`src/rtl/sync_fifo_flags.sv`:
```
// Single-clock FIFO with a register-array store, occupancy-derived flags,
// programmable almost thresholds, error pulses and a registered or FWFT read port.
module sync_fifo_flags #(
  parameter int DEPTH     = 16,
  parameter int WIDTH     = 8,
  parameter int AFULL_TH  = DEPTH - 2,
  parameter int AEMPTY_TH = 2,
  parameter int FWFT      = 0
) (
  input  logic                       clk,
  input  logic                       rst,
  input  logic                       winc,
  input  logic [WIDTH-1:0]           wdata,
  input  logic                       rinc,
  output logic [WIDTH-1:0]           rdata,
  output logic                       wfull,
  output logic                       rempty,
  output logic                       walmost_full,
  output logic                       ralmost_empty,
  output logic [$clog2(DEPTH+1)-1:0] count,
  output logic                       overflow,
  output logic                       underflow
);

  localparam int AW = $clog2(DEPTH);
  localparam int CW = $clog2(DEPTH + 1);

  logic [WIDTH-1:0] r_mem [DEPTH];
  logic [AW-1:0]    r_waddr;
  logic [AW-1:0]    r_raddr;
  logic [CW-1:0]    r_count;
  logic             r_overflow;
  logic             r_underflow;
  logic             w_wenc;
  logic             w_renc;

  // Flags decode only the registered count, so they change one edge after the cause.
  assign wfull         = (r_count == CW'(DEPTH));
  assign rempty        = (r_count == '0);
  assign walmost_full  = (r_count >= CW'(AFULL_TH));
  assign ralmost_empty = (r_count <= CW'(AEMPTY_TH));
  assign count         = r_count;
  assign overflow      = r_overflow;
  assign underflow     = r_underflow;

  assign w_wenc = winc & ~wfull;
  assign w_renc = rinc & ~rempty;

  always_ff @(posedge clk) begin
    if (w_wenc) begin
      r_mem[r_waddr] <= wdata;
    end
  end

  always_ff @(posedge clk) begin
    if (rst) begin
      r_waddr     <= '0;
      r_raddr     <= '0;
      r_count     <= '0;
      r_overflow  <= 1'b0;
      r_underflow <= 1'b0;
    end else begin
      r_overflow  <= winc & wfull;
      r_underflow <= rinc & rempty;
      if (w_wenc) begin
        r_waddr <= (r_waddr == AW'(DEPTH - 1)) ? '0 : r_waddr + 1'b1;
      end
      if (w_renc) begin
        r_raddr <= (r_raddr == AW'(DEPTH - 1)) ? '0 : r_raddr + 1'b1;
      end
      case ({w_wenc, w_renc})
        2'b10:   r_count <= r_count + 1'b1;
        2'b01:   r_count <= r_count - 1'b1;
        default: r_count <= r_count;
      endcase
    end
  end

  generate
    if (FWFT != 0) begin : g_fwft
      assign rdata = r_mem[r_raddr];
    end else begin : g_reg
      logic [WIDTH-1:0] r_rdata;
      always_ff @(posedge clk) begin
        if (rst) begin
          r_rdata <= '0;
        end else if (w_renc) begin
          r_rdata <= r_mem[r_raddr];
        end
      end
      assign rdata = r_rdata;
    end
  endgenerate

endmodule
```
`config.mk`:
```
export PLATFORM = sky130hd
export DESIGN_NAME = sync_fifo_flags
export DESIGN_NICKNAME = d
export VERILOG_FILES = /design/src/rtl/sync_fifo_flags.sv
export SDC_FILE = /design/constraint.sdc
export NUM_CORES = 1
export LEC_CHECK = 0
export ABC_AREA = 1
export CAP_MARGIN = 15
export CORE_MARGIN = 2
export CORE_UTILIZATION = 64
export DETAILED_ROUTE_END_ITERATION = 10
export PLACE_DENSITY = 0.9
export SLEW_MARGIN = 30
export SYNTH_ARGS = -nofsm -noshare
export SYNTH_HDL_FRONTEND = slang
export SYNTH_SLANG_ARGS = --single-unit
```
`constraint.sdc`:
```
create_clock -name clk -period 3.6 [get_ports clk]
set_clock_uncertainty 0.1 [all_clocks]
set_input_delay 0.9 -clock clk [delete_from_list [all_inputs] [get_ports clk]]
set_output_delay 0.9 -clock clk [all_outputs]
set_load 0.02 [all_outputs]
```
; ---- Word-level counts from Yosys, hierarchy flattened
; Memory sizes are Yosys's and may differ from the RTL's. A register that Yosys moved wholly into a read port is not among the register bits.
; Cells that the tools add are included.
[totals]
ff_bits = 15
ram_bits = 128
input_bits = 12
out_inout_bits = 19
elab_cells = 30
n_memories = 1
[mem_list]
columns = memory, words, width, rd, rd_ports_with_merged_regs, wr, line_no
row1 = r_mem, 16, 8, 1, 1, 1, 28  ; logic [WIDTH-1:0] r_mem [DEPTH];
[op_classes]
addsub = 4
order_cmp = 2
eq_ne = 5
muxes = 5
bitwise = 6
n_reduce_logical = 2
[op_table]
columns = cell, count
row1 = 5-bit case mux with 2 select lines, 1
row2 = "4-bit by 1-bit adder with 4-bit output, second input constant", 2
row3 = "4-bit == test, second input constant", 2
row4 = 4-bit 2-to-1 mux, 2
row5 = "5-bit by 1-bit adder with 5-bit output, second input constant", 1
row6 = "5-bit == test, second input constant", 1
row7 = "5-bit by 4-bit greater-or-equal comparator with 1-bit output, second input constant", 1
row8 = "5-bit by 2-bit less-or-equal comparator with 1-bit output, second input constant", 1
row9 = 5-bit logical NOT, 1
row10 = "5-bit by 1-bit subtractor with 5-bit output, second input constant", 1
row11 = 1-bit AND, 4
row12 = "2-bit by 1-bit == test with 1-bit output, second input constant", 1
row13 = "2-bit == test, second input constant", 1
row14 = 1-bit 2-to-1 mux, 2
row15 = 1-bit NOT, 2
row16 = 2-bit nonzero test, 1

; ---- Logic depth before layout (Yosys ltp)
[logic_depth]
ltp_word = 5
depth_mapped = 16
ltp_nobuf = 15

; ---- Worst setup path before layout
; No wires, ideal clock.
[synth_timing]
path_kind = flip-flop to output port
start = register r_count[1] (netlist: count[1])
end = output ralmost_empty
arrival_time_ps = 1590
setup_slack_ps = 1010
path_stages_with_launch = 2
path_cell_list = dfxtp_1 > a2111oi_0
[synth_between]
elab_chain_cells = 1
[synth_rtl]
columns = item, line_no
row1 = from (decl), 31  ; logic [CW-1:0] r_count;
row2 = from (signal assigned), 72  ; 2'b10: r_count <= r_count + 1'b1;
row3 = from (signal assigned), 73  ; 2'b01: r_count <= r_count - 1'b1;
row4 = from (signal assigned), 74  ; default: r_count <= r_count;
row5 = 5-bit by 2-bit less-or-equal comparator with 1-bit output, 41  ; assign ralmost_empty = (r_count <= CW'(AEMPTY_TH));
row6 = to (decl), 19  ; output logic ralmost_empty,
; No other way between the ends.

; ---- Final worst setup path
; Ends and elaborated chain as after synthesis.

==> impl_metrics.env <==
export IMPL_grt_pass1_vias=4304
export IMPL_nets=635
export IMPL_ys_flop_type="edfxtp_1"
export IMPL_synthDistinctLibCells=26
export IMPL_cts_buffers=17
export IMPL_critPathLaunchType="flop"
export IMPL_hold_buffers=0
export IMPL_finalSetupViolations=0
export IMPL_synthTopCellsByCount="edfxtp_1 (128), nor2_1 (113), nand2_1 (107)"
export IMPL_n_antenna_cell=0
export IMPL_hp_class="flop to flop"
export IMPL_grt_usage_pct=28.8
export IMPL_yosys_cell_count_top_type="edfxtp_1"
export IMPL_maxSlewHeadroom_pct=42.8
export IMPL_period_needed_ns=3.02
export IMPL_synth_edf_count=128
export IMPL_arrival_ns=2.02
export IMPL_crit_type="flop to output port"
export IMPL_dp_hpwl_um=8610
export IMPL_syn_to_final_growth_pct=15.2
export IMPL_fp_dieH_um=103
export IMPL_tns_ns=0
export IMPL_wl_per_cell_um=19.0
export IMPL_report_final_slew_viol_count=0
export IMPL_rsz0062_at_grt="no"
export IMPL_grt_pass1_wl_um=21900
export IMPL_period_share_pct=83.9
export IMPL_numClockSinks=151
export IMPL_antenna_found_initial=0
export IMPL_critPathMaxFanout=7
export IMPL_syn_cell_area_mm2=0.00630
export IMPL_cap_violations=0
export IMPL_fp_row_count=36
export IMPL_final_area_mm2=0.00726
export IMPL_routed_via_count=4586
export IMPL_outcome="complete, no violations"
export IMPL_yosys_area_top_type="edfxtp_1"
export IMPL_drt_iter0_markers=498
export IMPL_hold_viol_final=0
export IMPL_required_ns=2.60
export IMPL_synthCells=586
export IMPL_synthTopCellsByArea="edfxtp_1 (61%), dfxtp_1 (7.3%), nor2_1 (6.7%)"
export IMPL_synth_yosys_warnings=0
export IMPL_syn_mean_instance_area_um2=10.7
export IMPL_ir_worst_vdd_v=0.000443
export IMPL_syn_num_nets=607
export IMPL_clockBufferDepth=2
export IMPL_start_util_pct=65.0
export IMPL_insertion_delay_ns=0.52
export IMPL_dpl_cell_area_mm2=0.00666
export IMPL_postCtsSetupRepairBufs=0
export IMPL_cts_repair_resized=0
export IMPL_grt_max_degree=68
export IMPL_totalWireLength_um=14400
export IMPL_gp_congestion=0.875
export IMPL_layout_drive_gt1_share_pct=6.24
export IMPL_die_area_mm2=0.0107
export IMPL_io_pins=31
export IMPL_max_slew_worst_pin_slew_ns=0.855
export IMPL_crit_path_end_kind="output port"
export IMPL_cts_tree="done"
export IMPL_p_leak_nw=2.66
export IMPL_synth_seq_cells=151
export IMPL_power_density_mw_per_mm2=745
export IMPL_clock_fmax_ghz=0.331
export IMPL_clk_pin_slew_ns=0.06
export IMPL_viasPerCell=6.05
export IMPL_synth_seq_area_share_pct=68.3
export IMPL_cts_root_buffer="clkbuf_8"
export IMPL_ant_nets=0
export IMPL_synthArstFlopShare_pct=0
export IMPL_port_buffers=30
export IMPL_yosysTopAreaCellShare_pct=61.0
export IMPL_grt_overflow=0
export IMPL_first_pass_iters=5
export IMPL_die_w_um=103
export IMPL_route_detailed_drc=0
export IMPL_htreeDepth=4
export IMPL_coreArea_mm2=0.00968
-- per-layer routing --
layer	vias to the layer above	global-route usage, %	part of all wire, %
li1	2074	-	-
met1	2187	35.9	36
met3	55	5.58	8.6
met5	-	0	0
met2	270	48.9	52
met4	0	14.2	3.8
-- flip-flops by register name, summed over array words and instances, names as in the netlist --
| name | count |
|---|---|
| rdata | 8 |
| overflow | 1 |
| count | 5 |
| underflow | 1 |
| r_waddr | 4 |
| r_mem | 128 |
| r_raddr | 4 |
-- kinds of logic after synthesis --
family / share of synthesized area, %
flops: 68.3
simple gates: 18.4
fa+ha+maj: 1.79
compound gates: 6.73
xor+xnor: 0.695
buf+inv: 4.01
-- cell usage in the layout (no fill, tap or decap), types with 2 or more instances in the layout --
master / instances
clkbuf_16: 16
bufinv_16: 4
nand3_1: 58
clkdlybuf4s50_1: 30
nand3b_1: 2
inv_1: 22
nor2_1: 113
xor2_1: 5
clkinv_1: 3
buf_4: 3
nand2_2: 2
o21ai_1: 18
ha_1: 9
inv_2: 3
nand2_1: 107
clkinv_2: 2
clkinvlp_4: 3
o21ai_0: 36
inv_6: 2
a21oi_1: 26
nand4_1: 2
dfxtp_1: 22
edfxtp_1: 128
-- report_power, final --
group | leakage (nW) | switching (W) | total [W] | internal (W)
Combinational | 1.03 | 0.000966 | 0.00148 | 0.000512
Clock | 0.281 | 0.000679 | 0.00180 | 0.00112
Sequential | 1.35 | 0.000119 | 0.00213 | 0.00201
-- cell type report --
class                           instances  area, um2
Sequential cell                       151       4310
Timing Repair Buffer                   34        343
Inverter                               28        106
Fill cell                             608       2430
Tap cell                              133        166
Multi-Input combinational cell        382       1740
Clock inverter                         12        178
Clock buffer                           18        418
-- path summary, 6_finish.rpt --
check | cells after the start | slack (ns) | startpoint | end
worst max-delay path | 2 | 0.58 | count[1]$_SDFFE_PP0P_ | ralmost_empty
worst min-delay path | 2 | 0.44 | r_waddr[0]$_SDFFE_PP0P_ | r_waddr[0]$_SDFFE_PP0P_
worst max register to register | 6 | 1.27 | r_raddr[1]$_SDFFE_PP0P_ | rdata[6]$_SDFFE_PP0P_
worst min register to register | 2 | 0.44 | r_waddr[0]$_SDFFE_PP0P_ | r_waddr[0]$_SDFFE_PP0P_
-- stage by stage --
stage	setup slack, ns	utilization [%]	hold slack (ns)	power [W]	instances
CTS	0.547	74.9	0.433	0.00539	758
finish	0.581	74.9	0.438	0.00541	758
detailed placement	0.627	68.8	0.426	0.00359	728
floorplan	1.01	-	0.368	0.00313	586
global placement	0.665	68.8	0.413	0.00353	728
global route	0.506	74.9	0.478	0.00564	758
-- worst max-delay path: stages (launching register included) --
cell and delay [ns]:
dfxtp_1 0.38, a2111oi_0 0.43, clkdlybuf4s50_1 0.68
Power figures use the tool's default switching activity.
